File: src/rtl/quad_encoder_gen.sv
// Quadrature encoder stimulus generator: emits one Gray-code transition per
// accepted request, optionally with contact bounce, and tracks position.
module quad_encoder_gen #(
    parameter int PHASE_CYCLES  = 16,
    parameter int BOUNCE_EDGES  = 3,
    parameter int BOUNCE_CYCLES = 2
) (
    input  logic       clk,
    input  logic       reset,
    input  logic       step_valid,
    input  logic       step_dir,
    input  logic       bounce_en,
    output logic       step_ready,
    output logic       busy,
    output logic       done,
    output logic       enc_a,
    output logic       enc_b,
    output logic [7:0] position
);

    localparam int CNT_MAX = (PHASE_CYCLES > BOUNCE_CYCLES) ? PHASE_CYCLES : BOUNCE_CYCLES;
    localparam int CNT_W   = $clog2(CNT_MAX + 1);
    localparam int TOG_MAX = (2 * BOUNCE_EDGES > 1) ? 2 * BOUNCE_EDGES : 1;
    localparam int TOG_W   = $clog2(TOG_MAX + 1);

    localparam logic             BOUNCE_ON   = (BOUNCE_EDGES > 0);
    localparam logic [CNT_W-1:0] SETTLE_LAST = CNT_W'(PHASE_CYCLES - 1);
    localparam logic [CNT_W-1:0] BOUNCE_LAST = CNT_W'(BOUNCE_CYCLES - 1);
    localparam logic [TOG_W-1:0] TOG_INIT    = TOG_W'(2 * BOUNCE_EDGES);

    typedef enum logic [1:0] {IDLE, BOUNCE, SETTLE} state_t;

    // mask marks the moving line so bounce is a plain XOR
    typedef struct packed {
        logic       dir;
        logic [1:0] mask;
    } xfer_t;

    state_t           state, state_n;
    logic [CNT_W-1:0] cnt, cnt_n;
    logic [TOG_W-1:0] tog, tog_n;
    logic [1:0]       ab, ab_n, tgt;
    xfer_t            xfer, xfer_n;
    logic [7:0]       pos, pos_n;
    logic             done_q, done_n;

    always_ff @(posedge clk or posedge reset) begin
        if (reset) begin
            state  <= IDLE;
            cnt    <= '0;
            tog    <= '0;
            ab     <= 2'b00;
            xfer   <= '0;
            pos    <= 8'd0;
            done_q <= 1'b0;
        end else begin
            state  <= state_n;
            cnt    <= cnt_n;
            tog    <= tog_n;
            ab     <= ab_n;
            xfer   <= xfer_n;
            pos    <= pos_n;
            done_q <= done_n;
        end
    end

    always_comb begin
        state_n = state;
        cnt_n   = cnt;
        tog_n   = tog;
        ab_n    = ab;
        xfer_n  = xfer;
        pos_n   = pos;
        done_n  = 1'b0;
        // ab = {a,b}; CW maps {a,b}->{~b,a}, CCW maps {a,b}->{b,~a}
        tgt     = step_dir ? {~ab[0], ab[1]} : {ab[0], ~ab[1]};
        case (state)
            IDLE: begin
                if (step_valid) begin
                    ab_n   = tgt;
                    xfer_n = '{dir: step_dir, mask: ab ^ tgt};
                    cnt_n  = '0;
                    if (bounce_en && BOUNCE_ON) begin
                        state_n = BOUNCE;
                        tog_n   = TOG_INIT;
                    end else begin
                        state_n = SETTLE;
                    end
                end
            end
            BOUNCE: begin
                if (cnt == BOUNCE_LAST) begin
                    ab_n  = ab ^ xfer.mask;
                    cnt_n = '0;
                    tog_n = tog - 1'b1;
                    // even toggle count lands back on the target value
                    if (tog == TOG_W'(1))
                        state_n = SETTLE;
                end else begin
                    cnt_n = cnt + 1'b1;
                end
            end
            SETTLE: begin
                if (cnt == SETTLE_LAST) begin
                    state_n = IDLE;
                    cnt_n   = '0;
                    done_n  = 1'b1;
                    pos_n   = xfer.dir ? pos + 8'd1 : pos - 8'd1;
                end else begin
                    cnt_n = cnt + 1'b1;
                end
            end
            default: state_n = IDLE;
        endcase
    end

    assign step_ready = (state == IDLE);
    assign busy       = ~step_ready;
    assign done       = done_q;
    assign enc_a      = ab[1];
    assign enc_b      = ab[0];
    assign position   = pos;

endmodule

File: config.mk
export PLATFORM = sky130hd
export DESIGN_NAME = quad_encoder_gen
export DESIGN_NICKNAME = d
export VERILOG_FILES = /design/src/rtl/quad_encoder_gen.sv
export SDC_FILE = /design/constraint.sdc
export NUM_CORES = 1
export LEC_CHECK = 0
export CAP_MARGIN = 20
export CORE_ASPECT_RATIO = 0.7
export CORE_MARGIN = 1.5
export CORE_UTILIZATION = 50
export CTS_CLUSTER_SIZE = 12
export DETAILED_ROUTE_END_ITERATION = 16
export GPL_TIMING_DRIVEN = 0
export PLACE_DENSITY = 0.75
export SLEW_MARGIN = 25
export SYNTH_ARGS = -nofsm -noshare
export SYNTH_HDL_FRONTEND = slang
export SYNTH_SLANG_ARGS = --single-unit
File: constraint.sdc
create_clock -name clk -period 1.78 [get_ports clk]
set_input_delay 0.534 -clock clk [delete_from_list [all_inputs] [get_ports clk]]
set_output_delay 0.534 -clock clk [all_outputs]
set_load 0.01 [all_outputs]
* Word level (Yosys, flattened, before mapping)
Cells that the tools add are included.
** Operators by class
- Mux-type cells :: 21
- Add/subtract/negate cells :: 4
- Equal/unequal tests :: 10
- Bitwise operators :: 5
- Reductions and logical operators :: 9
** Operators with widths (number)
- 2-to-1 mux 2 bit :: 8
- 2-to-1 mux 5 bit :: 3
- case mux 5 bit (3 select lines) :: 1
- inequality test 2 bit (second input constant) :: 5
- 2-to-1 mux 3 bit :: 3
- adder 8 x 1 -> 8 bit (second input constant) :: 1
- 2-to-1 mux 8 bit :: 1
- AND reduction 4 bit :: 2
- subtractor 8 x 1 -> 8 bit (second input constant) :: 1
- case mux 2 bit (3 select lines) :: 1
- case mux 3 bit (2 select lines) :: 1
- AND reduction 2 bit :: 3
- adder 5 x 1 -> 5 bit (second input constant) :: 1
- equality test 5 x 1 -> 1 bit (second input constant) :: 1
- equality test 5 x 4 -> 1 bit (second input constant) :: 1
- case mux 2 bit (2 select lines) :: 1
- bitwise XOR 2 bit :: 2
- equality test 3 x 1 -> 1 bit (second input constant) :: 1
- inverter 1 bit :: 3
- AND reduction 3 bit :: 1
- nonzero test 3 bit :: 1
- subtractor 3 x 1 -> 3 bit (second input constant) :: 1
- equality test 2 x 1 -> 1 bit (second input constant) :: 1
- equality test 2 bit (second input constant) :: 1
- 3 further kinds :: 4
** Word-level totals
- Bits in registers :: 24
- Output and inout port bits :: 13
- Word-level logic and storage cells :: 57
- Input port bits :: 5

* Depth between registers and ports, before layout
Gate-level depths: netlist of the first run.
- Depth after elaboration :: 4
- Gate-level depth with buffers :: 8
- Gate-level depth less buffers :: 8

* Worst setup path before layout of the first run
No wires, ideal clock.
- Path type :: reg-to-reg
- Start :: reg xfer[2] in the netlist's numbering
- End :: reg pos[7], in the netlist position[7]
- Arrival time :: 1.741 ns
- Buffers on the path :: 0
- Setup slack :: -0.090 ns
- Cell stages (with the launch flop) :: 8
- Period minus slack after synthesis :: 1.870 ns
- Cells stage by stage :: dfrtp_1 inv_1 ha_1 a21oi_1 o21bai_1 or3_1 nor3_1 o32ai_1
** On the way
- Word-level cells in the longest chain between the ends :: 1
** Ends and longest elaborated chain
- from (decl) :: RTL line 43 : xfer_t xfer, xfer_n;
- from (signal assigned) :: RTL line 61 : xfer <= xfer_n;
- 2-to-1 mux 8 bit :: RTL line 108 : pos_n = xfer.dir ? pos + 8'd1 : pos - 8'd1;
- to (signal assigned) :: RTL line 62 : pos <= pos_n;
- to (decl) :: RTL line 44 : logic [7:0] pos, pos_n;
Every way passes these cells.
A chain may end at the register's enable or synchronous reset.

* Worst setup path in the final report of the first run
- Start :: reg cnt[0]
- End :: reg cnt[3]
** On the way
- Word-level cells in the longest chain between the ends :: 3
- Elaborated cells between the ends (all ways) :: 6
- Classes of those cells :: add/sub (1); eq/ne (2); mux (3)
** Ends and longest elaborated chain
- from (decl) :: RTL line 40 : logic [CNT_W-1:0] cnt, cnt_n;
- from (signal assigned) :: RTL line 58 : cnt <= cnt_n;
- adder 5 x 1 -> 5 bit (tied with other cells) :: RTL line 100, 110
- 2-to-1 mux 5 bit (on tied branches) :: RTL line 104, 92
- case mux 5 bit (3 select lines) (*) :: RTL line 77 : case (state)
Mark *: on every way between the ends. The rest lies on a longest branch, timed or not.

==> results by group, run 1 <==
Synth
  – Synth Flop Type: dfrtp_1
  – Number of synthesized flops with an enable pin: 0
  – Post-synth top cells: dfrtp_1 (24), ha_1 (16), nand2_1 (15)
  – Avg Cell Area, Syn: 9.619 sq um
  – Synth Warn #: 0
  – Synth cell types: 43
  – Yosys reg bits: 24
  – Mapped Area: 1539 sq um
  – Synthesized instance count: 160
  – Synthesized Nets: 182
  – Top cell type's share of synthesized area: 0.3902
  – Post-synthesis sequential area ratio: 0.3902
  – Count leader, synth: dfrtp_1
  – Synth area leader: dfrtp_1
  – Area contributors post-synth: dfrtp_1 (39%), ha_1 (13%), a21oi_1 (4.2%)
  – Async S/R FF share, synth: 1.000

Timing
  – Fin Setup TNS: -0.1807 ns
  – Unrepaired setup endpoints after global routing: yes
  – Worst slew margin relative to its limit: 0.4116
  – Clock skew: 0.009434 ns
  – F_max: 0.5410 GHz
  – Fin crit period: 1.848 ns
  – Setup violations, final: 5
  – Final Worst Setup Slack: -0.06841 ns
  – Max-slew violation count: 0
  – Final period utilization: 1.038
  – Worst slew pin tran: 0.8772 ns
  – Hold Vio Cnt, Final: 0

Power
  – Leakage power: 0.9482 nW
  – Power per cell area: 1292 nW/um^2
  – Worst VDD drop: 0.9036 mV

Global routing
  – Largest net degree at the start of global routing: 25
  – Vias in the first global route: 1315
  – Global route total overflow: 0
  – Initial antenna violation count: 0
  – First-pass GRT wire length: 6320 um
  – GRT Util Overall: 0.2320

Final layout
  – Final core occ: 0.7351
  – Reg area: 605.6 sq um
  – Final instance area: 2105 sq um
  – Synth-to-layout area growth: 36.75%
  – Fin nets: 220
  – Fill cells: 200
  – Diode count: 0
  – Layout cells sized above 1: 0.3096
  – Footprint of the multi-input gates: 1037 sq um

Routing
  – Drt drc: 0
  – Drt total wl: 3918 um
  – Routed Antenna Nets: 0
  – Via count: 1333
  – DRT iter0 DRCs: 85
  – DR WL/cell: 16.82 um
  – First-pass DRT Iterations: 4
  – Vias per inst: 5.721

Clock tree
  – Cts bufs inserted: 3
  – Latest clock arrival within the worst-skew pair: 0.27 ns
  – Longest Clk Path Bufs: 2
  – Root buffer cell: clkbuf_8
  – CTS Sinks: 24
  – CTS tree: yes
  – Htree depth: 1
  – Reg clk slew, reported paths: 0.09 ns
  – Cts hold-fix bufs: 0

Worst setup path
  – Crit path arrival time: 2.04 ns
  – CP max stage cell: dfrtp_1
  – Crit end category: flop
  – CP required: 1.98 ns
  – Critical Path Source Type: flop
  – Crit-path cells: ha_2 > nand3_2 > inv_2 > ha_4 > o22ai_4 > buf_6 > nand3_4 > or3_1 > o211ai_1
  – Buffer and inverter count on the worst path: 2
  – Worst Setup Path Type: flop to flop
  – Max incr delay on CP: 0.42 ns
  – Largest delay contributor family on the critical path: simple AND/OR/NAND/NOR gates
  – CP Max Fanout: 3

Floorplan
  – Die area: 3425 sq um
  – Chip height: 49.42 um
  – Placeable core area: 2863 sq um
  – Ports: 18
  – Die width: 69.31 um
  – Site row count: 16
  – Initial Util: 0.5376

Outcome
  – Failing checks: negative setup slack
  – Status: finished, violations left

Min path
  – Min-delay worst type: flop to flop

Placed design
  – GPL Wtd Cong: 0.8901
  – Placed cell areas: 1794 sq um
  – Port bufs: 17
  – Hpwl dp: 2421 um

Run
  – Max cap viols: 0
kinds of logic after synthesis:
family | synth area share
xor+xnor | 0.05122
buf+inv | 0.03902
compound gates | 0.2073
simple gates | 0.1480
flops | 0.3902
fa+ha+maj | 0.1431
mux | 0.02114
where the power goes:
part           internal [W]  total (W)  leakage (nW)  switching, W
Sequential         0.000663   0.000771         0.304      0.000108
Combinational      0.000743    0.00157         0.616      0.000824
Clock              0.000198   0.000380        0.0288      0.000183
Total               0.00160    0.00272         0.948       0.00111
layout make-up:
class	instances	share of cell area
timing repair buffer	33	0.1391
sequential	24	0.2878
inverter	14	0.02854
multi-input combinational	120	0.4929
clock buffer	4	0.02616
tap	36	0.02140
buffer	2	0.004162
metal layers:
| layer | part of all wire | vias to the layer above | track usage |
|---|---|---|---|
| li1 | - | 640 | - |
| met1 | 0.47 | 636 | 0.3289 |
| met2 | 0.46 | 51 | 0.3734 |
| met3 | 0.058 | 6 | 0.04752 |
| met4 | 0.014 | 0 | 0.04248 |
| met5 | 0 | - | 0 |
cell usage in the layout (no fill, tap or decap), drive strengths merged, types with 2 or more instances in the layout:
cell / Yosys / layout
nor3: 3 / 3
o21bai: 3 / 3
clkbuf: 1 / 7
or3: 2 / 2
inv: 14 / 13
clkdlybuf4s50: 0 / 10
dlygate4sd2: 0 / 5
buf: 1 / 16
nand2b: 4 / 4
mux2: 2 / 2
xnor2: 6 / 6
dfrtp: 24 / 24
o21ai: 13 / 13
nand2: 15 / 15
o22ai: 4 / 4
a211oi: 2 / 2
nand3: 6 / 6
ha: 16 / 16
a21o: 4 / 4
nor2: 7 / 7
a21oi: 14 / 14
xor2: 3 / 3
and3: 2 / 2
path summary, 6_finish.rpt:
kind	from	endpoint	slack (ns)	cells after the start
setup / recovery	cnt[0]$_DFFE_PP0P_	cnt[3]$_DFFE_PP0P_	-0.07	9
hold / removal	xfer[1]$_DFFE_PP0P_	xfer[1]$_DFFE_PP0P_	0.52	1
hold reg to reg	xfer[1]$_DFFE_PP0P_	xfer[1]$_DFFE_PP0P_	0.52	1
max in group asynchronous	reset	ab[1]$_DFFE_PP0P_	0.69	2
setup reg to reg	cnt[0]$_DFFE_PP0P_	cnt[3]$_DFFE_PP0P_	-0.07	9
min in group asynchronous	reset	cnt[2]$_DFFE_PP0P_	0.64	2
what timing repair did:
| item | in CTS | in global routing |
|---|---|---|
| gates resized for setup | 32 | 16 |
| endpoints found under the setup margin | 17 | 22 |
| pin swaps | 8 | 8 |
| gates cloned | 0 | 0 |
| setup buffers | 9 | 7 |
sequential cells by signal, summed over array words and instances (netlist names):
signal    cells
state         2
ab            2
tog           3
position      8
done          1
xfer          3
cnt           5
stage by stage:
| stage | worst slack (ns) | power [W] | std cells | hold WS (ns) |
|---|---|---|---|---|
| 6_report | -0.06841 | 0.002719 | 233 | 0.5224 |
| 5_1_grt | -0.1211 | 0.002906 | 233 | 0.5452 |
| 3_5_place_dp | -0.3192 | 0.001901 | 213 | 0.4983 |
| 2_1_floorplan | 0.003945 | 0.001593 | 160 | 0.4625 |
| 3_3_place_gp | -0.2810 | 0.001841 | 213 | 0.4793 |
| 4_1_cts | -0.01946 | 0.002502 | 226 | 0.5187 |
No activity file was read; power rests on OpenSTA's default activity.
==> run 2, diff against run 1 <==
--- a/config.mk
+++ b/config.mk
@@ -12,7 +12,8 @@
 export CTS_CLUSTER_SIZE = 12
 export DETAILED_ROUTE_END_ITERATION = 16
 export GPL_TIMING_DRIVEN = 0
-export PLACE_DENSITY = 0.75
+export PLACE_DENSITY = 0.8
+export REMOVE_ABC_BUFFERS = 1
 export SLEW_MARGIN = 25
 export SYNTH_ARGS = -nofsm -noshare
 export SYNTH_HDL_FRONTEND = slang
==> run 2 against run 1 <==
Against the previous run:
- the flow still finishes with violations (negative setup slack)
- sequential cell count unchanged
- critical endpoint is now position[7]$_DFFE_PP0P_
- combinational power increased by 20%
- hold slack got worse by 0.0087 ns
- critical path type unchanged
- setup slack got worse by 0.024 ns
- count of clock-buffer cells in the layout decreased by 1
- utilization increased by 6.6 points
- via count increased by 14%
- non-clock buffer count increased by 13
==> results by group, run 2 (same netlist as run 1, synthesis figures left out) <==
Final layout
  – Max reg flops: 8
  – Footprint of the multi-input gates: 1100 sq um
  – Diode count: 0
  – Reg area: 605.6 sq um
  – Layout cells sized above 1: 0.3857
  – Most frequent cells in the layout: buf_4 (28), dfrtp_1 (20), nand2_1 (13), a21oi_1 (10), clkdlybuf4s50_1 (10)
  – Fin nets: 233
  – Fill cells: 147
  – Most common cell after layout, fill and taps aside: buf_4
  – Final core occ: 0.8007
  – Synth-to-layout area growth: 48.94%

Floorplan
  – Die width: 69.31 um
  – Initial Util: 0.5376
  – Die area: 3425 sq um
  – Placeable core area: 2863 sq um
  – Ports: 18
  – Site row count: 16
  – Chip height: 49.42 um

Worst setup path
  – CP Max Fanout: 6
  – Crit end category: flop
  – Crit path arrival time: 2.05 ns
  – Worst Setup Path Type: flop to flop
  – CP required: 1.96 ns
  – Critical Path Source Type: flop

Power
  – Internal power: 0.001873 W
  – Seq pwr share: 0.246
  – P_sw: 0.001267 W
  – Worst VDD drop: 0.9915 mV
  – Power share of the combinational group: 0.597
  – Sw frac: 0.4035
  – Total power: 0.003140 W
  – Clk pwr share: 0.157
  – Leakage power: 1.029 nW
  – Power per cell area: 1370 nW/um^2

Outcome
  – Status: finished, violations left
  – Failing checks: negative setup slack

Global routing
  – Vias in the first global route: 1432
  – Global route total overflow: 0
  – First-pass GRT wire length: 6630 um
  – GRT Util Overall: 0.2481
  – Initial antenna violation count: 0
  – Largest net degree at the start of global routing: 25

Clock tree
  – Cts bufs inserted: 3
  – CTS tree: yes
  – Longest Clk Path Bufs: 2
  – Latest clock arrival within the worst-skew pair: 0.27 ns
  – Htree depth: 1
  – Cts hold-fix bufs: 0
  – Reg clk slew, reported paths: 0.09 ns
  – CTS Sinks: 24
  – Root buffer cell: clkbuf_8

Timing
  – Unrepaired setup endpoints after global routing: yes
  – Hold Vio Cnt, Final: 0
  – Worst slew pin tran: 0.8739 ns
  – Setup violations, final: 8
  – Final period utilization: 1.052
  – Clock skew: 0.006381 ns
  – Fin crit period: 1.872 ns
  – Final hold slack: 0.5137 ns
  – Worst slew margin relative to its limit: 0.4138
  – Final Worst Setup Slack: -0.09193 ns
  – Max-slew violation count: 0
  – F_max: 0.5342 GHz

Run
  – Max cap viols: 0

Routing
  – Uppermost layer routed: met4
  – DRT iter0 DRCs: 94
  – First-pass DRT Iterations: 5
  – Via count: 1514
  – Met3 WL: 272 um
  – Routed Antenna Nets: 0
  – Metal-1 WL: 2053 um
  – Vias per inst: 6.154
  – DR WL/cell: 20.74 um
  – Drt drc: 0
  – Drt total wl: 5102 um
  – WL met2: 2515 um

Placed design
  – GPL Wtd Cong: 0.8063
  – Dpl ws: -0.3692 ns
  – Hpwl dp: 2492 um
  – Port bufs: 17

Min path
  – Min-delay worst type: flop to flop
==> run 2: worst max-delay path: stages (launching register included) <==
cell and delay (ns):
dfrtp_2 0.45, inv_6 0.11, ha_2 0.32, o21ai_4 0.19, nor2_2 0.08, and3_4 0.19
o2111a_1 0.23, o32ai_2 0.21
==> run 2: area by class of cell <==
type	instances	share of cell area
flip-flops and latches	24	0.2642
inverters	14	0.02784
repair buffers	48	0.1774
multi-input cells	120	0.4798
clock buffers	3	0.01801
well taps	36	0.01965
clock inverters	1	0.01310
==> run 2: path summary, 6_finish.rpt <==
| check | startpoint | endpoint | slack, ns | cells after the start |
|---|---|---|---|---|
| worst min-delay path | xfer[1]$_DFFE_PP0P_ | xfer[1]$_DFFE_PP0P_ | 0.51 | 1 |
| worst max register to register | xfer[2]$_DFFE_PP0P_ | position[7]$_DFFE_PP0P_ | -0.09 | 7 |
| min in group asynchronous | reset | position[3]$_DFFE_PP0P_ | 0.63 | 2 |
| worst min register to register | xfer[1]$_DFFE_PP0P_ | xfer[1]$_DFFE_PP0P_ | 0.51 | 1 |
| worst max-delay path | xfer[2]$_DFFE_PP0P_ | position[7]$_DFFE_PP0P_ | -0.09 | 7 |
| max in group asynchronous | reset | position[1]$_DFFE_PP0P_ | 0.70 | 2 |
==> run 2: per-stage QoR <==
step | cells | instance area (sq um) | TNS, ns
3_3_place_gp | 211 | 1747 | -1.471
5_1_grt | 246 | 2292 | -1.067
2_1_floorplan | 158 | 1531 | -0.09460
3_5_place_dp | 211 | 1747 | -2.315
6_report | 246 | 2292 | -0.4205
4_1_cts | 234 | 2096 | -0.04861
==> run 2: timing repair <==
item	in CTS	in global routing
gates resized for setup	45	22
endpoints found under the setup margin	14	16
pin swaps	14	13
setup buffers	20	12
endpoints found under the hold margin	0	0
==> run 2: power by group through the flow <==
stage | Combinational (W) | Sequential [W] | Clock (W)
2_1_floorplan | 0.000774 | 0.000768 | 0
3_3_place_gp | 0.000997 | 0.000775 | 0
3_5_place_dp | 0.00106 | 0.000786 | 0
4_1_cts | 0.00145 | 0.000753 | 0.000490
5_1_grt | 0.00198 | 0.000780 | 0.000517
6_report | 0.00188 | 0.000772 | 0.000492
==> run 2: routing by layer <==
layer / GRT usage / vias to the layer above
li1: - / 663
met4: 0.1111 / 0
met2: 0.4423 / 79
met5: 0 / -
met1: 0.2852 / 749
met3: 0.05785 / 23
==> run 3, diff against run 2 <==
--- a/config.mk
+++ b/config.mk
@@ -6,13 +6,16 @@
 export NUM_CORES = 1
 export LEC_CHECK = 0
 export CAP_MARGIN = 20
+export CELL_PAD_IN_SITES_DETAIL_PLACEMENT = 0
+export CELL_PAD_IN_SITES_GLOBAL_PLACEMENT = 1
 export CORE_ASPECT_RATIO = 0.7
 export CORE_MARGIN = 1.5
-export CORE_UTILIZATION = 50
+export CORE_UTILIZATION = 43
 export CTS_CLUSTER_SIZE = 12
 export DETAILED_ROUTE_END_ITERATION = 16
+export DONT_BUFFER_PORTS = 1
 export GPL_TIMING_DRIVEN = 0
-export PLACE_DENSITY = 0.8
+export PLACE_DENSITY = 0.79
 export REMOVE_ABC_BUFFERS = 1
 export SLEW_MARGIN = 25
 export SYNTH_ARGS = -nofsm -noshare
==> run 3 against run 2 <==
Against the previous run:
- total power shrank 12%
- the flow still finishes with violations (negative setup slack)
- critical endpoint unchanged
- global-route usage fell by 6.5 points
- sequential share of layout area up 3.6 points
- utilization shrank 19 points
- highest routed layer is now met3
- largest cell class unchanged
- clock skew is 0.0036 ns lower
==> results by group, run 3 (same netlist as run 1, synthesis figures left out) <==
Placed design
  – Hpwl dp: 2324 um
  – GPL Wtd Cong: 0.7507
  – Dpl ws: -0.3662 ns
  – Port bufs: 0
  – Placed cell areas: 1590 sq um

Final layout
  – Fin nets: 200
  – Footprint of the multi-input gates: 1087 sq um
  – Fill cells: 261
  – Max reg flops: 8
  – Most common cell after layout, fill and taps aside: dfrtp_1
  – Reg area: 603.1 sq um
  – Synth-to-layout area growth: 30.49%
  – Diode count: 0
  – Final core occ: 0.6131
  – Most frequent cells in the layout: dfrtp_1 (22), nand2_1 (14), a21oi_1 (10), buf_4 (10), ha_4 (8)
  – Layout cells sized above 1: 0.3503
  – Final instance area: 2008 sq um

Timing
  – F_max: 0.5263 GHz
  – Unrepaired setup endpoints after global routing: yes
  – Worst slew margin relative to its limit: 0.4081
  – Hold Vio Cnt, Final: 0
  – Final Worst Setup Slack: -0.1200 ns
  – Clock skew: 0.002828 ns
  – Fin Setup TNS: -0.4538 ns
  – Fin crit period: 1.900 ns
  – Setup violations, final: 6
  – Worst slew pin tran: 0.8824 ns
  – Max-slew violation count: 0
  – Final period utilization: 1.067

Routing
  – First-pass DRT Iterations: 4
  – Met3 WL: 153 um
  – Routed Antenna Nets: 0
  – Vias per inst: 5.228
  – Drt total wl: 3463 um
  – WL met2: 1580 um
  – Uppermost layer routed: met3
  – DR WL/cell: 15.46 um
  – Via count: 1171
  – Drt drc: 0
  – Metal-1 WL: 1730 um
  – DRT iter0 DRCs: 55

Clock tree
  – Longest Clk Path Bufs: 2
  – Root buffer cell: clkbuf_8
  – Cts bufs inserted: 3
  – Htree depth: 1
  – Latest clock arrival within the worst-skew pair: 0.27 ns
  – CTS tree: yes
  – Reg clk slew, reported paths: 0.09 ns
  – CTS Sinks: 24

Floorplan
  – Die width: 74.51 um
  – Placeable core area: 3276 sq um
  – Die area: 3953 sq um
  – Site row count: 17
  – Initial Util: 0.4698
  – Ports: 18
  – Chip height: 53.06 um

Power
  – Power share of the combinational group: 0.539
  – Worst VDD drop: 0.7542 mV
  – P_sw: 0.001086 W
  – Internal power: 0.001683 W
  – Power per cell area: 1378 nW/um^2
  – Clk pwr share: 0.176
  – Leakage power: 0.8568 nW
  – Sw frac: 0.3922
  – Seq pwr share: 0.285

Worst setup path
  – CP required: 1.94 ns
  – CP max stage cell: dfrtp_2
  – Reg2reg start: xfer[2]$_DFFE_PP0P_
  – CP Max Fanout: 6
  – Crit path arrival time: 2.06 ns
  – Buffer and inverter count on the worst path: 2
  – Worst flop-to-flop path endpoint: position[7]$_DFFE_PP0P_
  – Reg2Reg Depth: 8
  – Critical Path Source Type: flop
  – Crit end category: flop
  – Crit-path cells: clkinvlp_4 > buf_6 > ha_4 > a21oi_4 > o21bai_2 > or3_1 > nor3_2 > o32ai_2
  – Max incr delay on CP: 0.40 ns
  – Worst Setup Path Type: flop to flop
  – R2R setup slack: -0.12 ns
  – Largest delay contributor family on the critical path: simple AND/OR/NAND/NOR gates

Global routing
  – Largest net degree at the start of global routing: 25
  – GRT Util Overall: 0.1828
  – Initial antenna violation count: 0
  – Global route total overflow: 0
  – Vias in the first global route: 1158
  – First-pass GRT wire length: 5388 um

Outcome
  – Failing checks: negative setup slack
  – Status: finished, violations left

Run
  – Max cap viols: 0

Min path
  – Min-delay worst type: primary input to asynchronous set/reset pin
run 3: changes by cell type in the layout (fill, tap and decap cells not counted), moves of 2 or more:
cell and change:
inv_1 +2, clkdlybuf4s50_1 -10, buf_4 -18, dlygate4sd2_1 -4, dfrtp_2 -2, o21ai_2 +2, dfrtp_1 +2, buf_6 +2
run 3: worst reg2reg max path, stage by stage (launching register included):
cell and delay, ns:
dfrtp_2 0.40, clkinvlp_4 0.18, buf_6 0.17, ha_4 0.24, a21oi_4 0.14, o21bai_2 0.10, or3_1 0.32, nor3_2 0.14
o32ai_2 0.10
run 3: worst max path at each step:
stage                                    from                       to  cells past startpoint
after floorplan            cnt[0]$_DFFE_PP0P_  position[7]$_DFFE_PP0P_                      8
after global placement     cnt[0]$_DFFE_PP0P_  position[7]$_DFFE_PP0P_                      8
after detailed placement  xfer[2]$_DFFE_PP0P_  position[7]$_DFFE_PP0P_                      7
after CTS                 xfer[2]$_DFFE_PP0P_  position[7]$_DFFE_PP0P_                      7
after global routing      xfer[2]$_DFFE_PP0P_  position[7]$_DFFE_PP0P_                      8
final                     xfer[2]$_DFFE_PP0P_  position[7]$_DFFE_PP0P_                      8
run 3: per-stage QoR:
stage          power (W)  std cells  hold WS (ns)
2_1_floorplan   0.001541        158        0.4625
3_3_place_gp    0.001693        205        0.4790
3_5_place_dp    0.001749        205        0.5096
4_1_cts         0.002554        220        0.3818
5_1_grt         0.002941        224        0.2640
6_report        0.002768        224        0.2186
run 3: power by group through the flow:
stage	clock, W	combinational [W]	sequential [W]
3_3_place_gp	0	0.000903	0.000790
6_report	0.000488	0.00149	0.000790
5_1_grt	0.000518	0.00162	0.000803
2_1_floorplan	0	0.000774	0.000768
3_5_place_dp	0	0.000947	0.000802
4_1_cts	0.000499	0.00127	0.000783
run 3: timing repair:
action | 4_1_cts | 5_1_grt
gates resized for setup | 25 | 24
endpoints found under the setup margin | 14 | 15
hold buffers | 0 | 0
setup buffers | 12 | 4
pin swaps | 12 | 6
endpoints found under the hold margin | 0 | 0
run 3: layout make-up:
| cell class | instances | share of cell area |
|---|---|---|
| Clock buffer | 3 | 0.02056 |
| Clock inverter | 1 | 0.01495 |
| Inverter | 14 | 0.02804 |
| Sequential cell | 24 | 0.3003 |
| Tap cell | 47 | 0.02928 |
| Timing Repair Buffer | 15 | 0.06542 |
| Multi-Input combinational cell | 120 | 0.5414 |
run 3: per-layer routing:
metal | track usage | vias up
met3 | 0.05333 | 0
met4 | 0.03939 | 0
met2 | 0.2827 | 24
li1 | - | 601
met5 | 0 | -
met1 | 0.2536 | 546
==> edit 1: new RTL, settings of run 3 <==
Make the reset (`reset`) synchronous in one clocked block.
--- a/src/rtl/quad_encoder_gen.sv
+++ b/src/rtl/quad_encoder_gen.sv
@@ -45,5 +45,5 @@
     logic             done_q, done_n;
 
-    always_ff @(posedge clk or posedge reset) begin
+    always_ff @(posedge clk) begin
         if (reset) begin
             state  <= IDLE;
Function: differs if reset is asserted again (counterexample within 4 cycles, from zero or initial values and one cycle with reset high); with reset held inactive, the same outputs for 10 cycles.
==> edit 1 against run 3 <==
The run still ends with setup timing left; via count grew 8.1%; setup slack lost 110 ps; wire length shrank 0.61%; cell area shrank 6.9%; global-route usage grew 1.7 points; synthesized area shrank 3.8%; count of clock-buffer cells in the layout grew 1; sequential cell count is the same; power shrank 29%.
==> edit 1: results (changes against run 3) <==
Parameter                              Value

GRT
  Largest net degree at the start of global routing    27 (+8.0%)
  Number of global-route vias before repair    1,210 (+4.5%)
  Wire length of the first global-routing pass    5.74 mm (+6.5%)
  Global routing usage summed across all routing layers    20.0% (+1.7 points)

Synthesis
  Arithmetic-cell share of the synthesized area counting full adders, half adders and majority gates    14.9% (+0.57 points)
  Compound-cell area share of the yosys netlist    18.7% (-2.1 points)
  Post-synthesis instance area    1480 µm² (-3.8%)
  Leading cell types by count after synthesis    sky130_fd_sc_hd__dfxtp_1, sky130_fd_sc_hd__nand2_1, sky130_fd_sc_hd__a21oi_1, sky130_fd_sc_hd__ha_1, sky130_fd_sc_hd__inv_1
  Mux contribution to synthesized area    1.52% (-0.59 points)
  Share of the yosys chip area belonging to registers    32.5% (-6.6 points)
  Post-synthesis xor/xnor area fraction    5.33% (+0.20 points)
  Yosys cell types    36 (-16%)
  Async set-or-reset flop fraction in the synthesized netlist    0% (-100 points)
  Average size of a mapped cell    8.22 µm² (-15%)
  Post-synth top flop    sky130_fd_sc_hd__dfxtp_1

Cells and area
  Multi-input combinational cell count    137 (+14%)
  Fraction of layout instances using a drive strength above 1    28.8% (-6.2 points)
  Post-layout net count    214 (+7.0%)
  Register share of the cell area    26.4% (-3.7 points)
  Multi-input gate area    1100 µm² (+0.81%)
  Relative area change from synthesis to final layout    26.3%
  Portion of the layout cell area used by clock cells    2.95% (-0.61 points)
  Number of clock buffer instances in the layout    4 (+1)
  Buffer count excluding the clock tree in the final layout    12 (-3)

Timing
  Setup TNS after final layout    -1210 ps (-756 ps)
  Crit path setup slack, layout    -230 ps (-110 ps)
  Hold slack final    318 ps (+99.7 ps)
  Post-route clock skew    1.99 ps (-0.839 ps)
  Final setup violation count    12 (+6)
  Slew margin rel.    82.4% (+42 points)

Critical path
  End of the worst register-to-register path    cnt[3]$_SDFFE_PP0P_
  Critical-path cell with the highest stage delay    sky130_fd_sc_hd__or4_1
  Data arrival at the endpoint of the critical path    2210 ps (+150 ps)
  Crit Reg-Reg Startpoint    cnt[0]$_SDFFE_PP0P_
  Biggest fanout along the worst timing path    3 (-3)
  Worst R2R Path Depth    9 (+1)

Placement
  Post-placement worst setup slack    -535 ps (-169 ps)
  Post-placement cell area    1520 µm² (-4.4%)
  Dpl cells    222 (+8.3%)
  HPWL Detailed    2.38 mm (+2.3%)
  Routability congestion estimate from global placement    0.754 (+0.39%)

Status
  Status    finished with violations
  Failing checks    setup timing

Power
  Share of power burned in the clock network    18.6% (+1.0 points)
  Leakage power total    0.710 nW (-17%)
  Combinational share of power    46.0% (-7.9 points)
  Power in the clock group    0.364 mW (-25%)
  Maximum resistive drop on vdd    606 µV (-20%)
  Sw Ratio    36.0% (-3.2 points)

Clock network
  # resized after CTS    37 (+48%)
  Clock Latency Late Sink    roughly 260 ps

Routing
  First DRT Iteration DRCs    56 (+1.8%)
  Wirelength per Cell    14.5 µm (-6.5%)
  Total wirelength of the detailed-routed design    3.44 mm (-0.61%)
  Via count    1,266 (+8.1%)

Min path
  Worst Hold End    state[0]$_SDFFE_PP0P_
## edit 1: cell count changes after synthesis, moves of 4 or more
| cell | run 3 | this run |
|---|---|---|
| sky130_fd_sc_hd__dfrtp_1 | 24 | 0 |
| sky130_fd_sc_hd__dfxtp_1 | 0 | 24 |
| sky130_fd_sc_hd__nor2_1 | 6 | 13 |
| sky130_fd_sc_hd__o21ai_0 | 6 | 13 |
| sky130_fd_sc_hd__o21ai_1 | 7 | 0 |
| sky130_fd_sc_hd__a21oi_1 | 13 | 18 |
| sky130_fd_sc_hd__nand2_1 | 15 | 20 |
| sky130_fd_sc_hd__a22oi_1 | 0 | 4 |
## edit 1: routing by layer
metal | part of all wire [%] | vias up | GRT usage (%)
met4 | 0.84 | 0 | 5.35
met1 | 49 | 595 | 26.6
met2 | 46 | 22 | 31.2
met5 | 0 | - | 0
met3 | 4.1 | 4 | 6.20
li1 | - | 645 | -
==> edit 2: new RTL, config.mk and constraints of run 3 <==
Without the edit above. Set the parameter `BOUNCE_CYCLES` to 4 (it was 2).
--- a/src/rtl/quad_encoder_gen.sv
+++ b/src/rtl/quad_encoder_gen.sv
@@ -4,5 +4,5 @@
     parameter int PHASE_CYCLES  = 16,
     parameter int BOUNCE_EDGES  = 3,
-    parameter int BOUNCE_CYCLES = 2
+    parameter int BOUNCE_CYCLES = 4
 ) (
     input  logic       clk,
Behaviour: not the same (Yosys sat finds a counterexample within 4 cycles, from zero or initial values and one cycle with reset high).
==> edit 2 against run 3 <==
The run still ends with setup timing left; synthesized area shrank 0.41%; wire length shrank 4.4%; power is 15% lower; via count rose by 2.0%; critical path depth fell by 1; cell area fell by 8.5%; hold slack better by 13 ps; sequential cell count unchanged; first-iteration DRC count down 15%; setup slack better by 73 ps; die area is 0.39% lower; largest power group unchanged.
==> edit 2: results (changes against run 3) <==
Parameter                              Value

Synthesis
  Top area cells in the synthesized netlist    sky130_fd_sc_hd__dfrtp_1, sky130_fd_sc_hd__ha_1, sky130_fd_sc_hd__o21ai_0, sky130_fd_sc_hd__nand2_1, sky130_fd_sc_hd__inv_1
  Leading cell types by count after synthesis    sky130_fd_sc_hd__dfrtp_1, sky130_fd_sc_hd__nand2_1, sky130_fd_sc_hd__o21ai_0, sky130_fd_sc_hd__ha_1, sky130_fd_sc_hd__inv_1
  Mux contribution to synthesized area    2.12% (+0.0086 points)
  Yosys cell types    40 (-7.0%)
  Post-synthesis xor/xnor area fraction    5.14% (+0.021 points)
  Share of the yosys chip area belonging to registers    39.2% (+0.16 points)
  Average size of a mapped cell    9.64 µm² (+0.22%)
  Arithmetic-cell share of the synthesized area counting full adders, half adders and majority gates    13.6% (-0.76 points)
  Area share of the largest cell type after synthesis    39.2% (+0.16 points)

Placement
  Dpl cells    204 (-0.49%)
  Routability congestion estimate from global placement    0.772 (+2.9%)
  HPWL Detailed    2.25 mm (-3.0%)

Critical path
  Data arrival at the endpoint of the critical path    1990 ps (-70 ps)
  Worst R2R Path Depth    7 (-1)
  Biggest fanout along the worst timing path    7 (+1)

Clock network
  CTS H-tree lvls    1 (unchanged)

Timing
  Crit path setup slack, layout    -47.2 ps (+72.8 ps)
  Post-route clock skew    1.51 ps (-1.32 ps)
  Least-Margin Pin Slew    888 ps (+5.51 ps)
  Final setup violation count    1 (-5)

GRT
  Largest net degree at the start of global routing    25 (unchanged)
  Global routing usage summed across all routing layers    19.0% (+0.68 points)
  Number of global-route vias before repair    1,174 (+1.4%)
  Wire length of the first global-routing pass    5.49 mm (+1.9%)

Routing
  First DRT Iteration DRCs    47 (-15%)
  DRT Pass-1 Iters    4 (unchanged)
  Vias per cell    5.61 (+7.2%)
  Wirelength per Cell    15.5 µm (+0.55%)

Cells and area
  Post-layout net count    189 (-5.5%)
  Final Non-Filler Cells    213 (-4.9%)
  Fill cell total of the finished layout    282 (+8.0%)
  Fraction of layout instances using a drive strength above 1    27.1% (-7.9 points)

Power
  Leakage power total    0.802 nW (-6.4%)
  Maximum resistive drop on vdd    621 µV (-18%)

Status
  Failing checks    setup timing
  Status    finished with violations
edit 2: power breakdown:
part	switching [mW]	internal [mW]	leakage, nW	total [mW]
logic	0.687	0.568	0.475	1.25
clock network	0.164	0.151	0.0216	0.315
registers	0.116	0.654	0.306	0.770
edit 2: cell families after synthesis:
| kind of cell | after synthesis |
|---|---|
| buffers and inverters | 16 |
| DFF | 24 |
| adders and majority gates | 16 |
| AOI/OAI and AO/OA | 50 |
| xor gates and xnor gates | 9 |
| muxes | 3 |
| and+or+nand+nor | 41 |
edit 2: through the flow:
stage,setup TNS (ps),utilization (%),hold slack [ps],setup WS [ps],area (µm²)
2_1_floorplan,-125,-,463,-125,1530
4_1_cts,-44.1,53.9,395,-44.1,1770
6_report,-47.2,56.1,231,-47.2,1840
5_1_grt,-365,56.1,269,-98.6,1840
3_3_place_gp,-1210,48.4,492,-327,1580
3_5_place_dp,-1540,48.4,504,-392,1580
edit 2: per-layer routing:
layer  vias up  GRT usage, %  part of all wire [%]
met5         -             0                     0
met4         0          5.76                   2.2
met3        10          5.90                   4.7
met2        31          29.2                    45
met1       570          25.5                    48
li1        583             -                     -
edit 2: worst paths after layout:
| kind | end | startpoint | slack, ps |
|---|---|---|---|
| min in group clk | state[0]$_DFFE_PP0P_ | bounce_en | 420 |
| max | position[7]$_DFFE_PP0P_ | xfer[2]$_DFFE_PP0P_ | -50 |
| min | ab[1]$_DFFE_PP0P_ | reset | 230 |
| max reg2reg | position[7]$_DFFE_PP0P_ | xfer[2]$_DFFE_PP0P_ | -50 |
| min reg2reg | xfer[1]$_DFFE_PP0P_ | xfer[1]$_DFFE_PP0P_ | 520 |
| max in group asynchronous | position[1]$_DFFE_PP0P_ | reset | 1100 |
edit 2: critical path, stage by stage, from the launching register on:
cell and delay, ps:
sky130_fd_sc_hd__dfrtp_2 400, sky130_fd_sc_hd__clkinv_4 120, sky130_fd_sc_hd__ha_4 250, sky130_fd_sc_hd__a211oi_4 230
sky130_fd_sc_hd__nor2_2 80, sky130_fd_sc_hd__and3_4 190, sky130_fd_sc_hd__o2111a_1 250, sky130_fd_sc_hd__o32ai_2 210
edit 2: layout make-up:
type	instances	share of cell area (%)
clock buffers	3	2.25
inverters	14	3.13
multi-input cells	119	55.9
flip-flops and latches	24	32.9
well taps	47	3.20
repair buffers	6	2.65
edit 2: timing repair:
action | in CTS | in global routing
hold buffers | 0 | 0
endpoints found under the setup margin | 17 | 13
resized for setup | 29 | 17
buffers inserted | 5 | 1
endpoints found under the hold margin | 0 | 0
pin swaps | 6 | 10
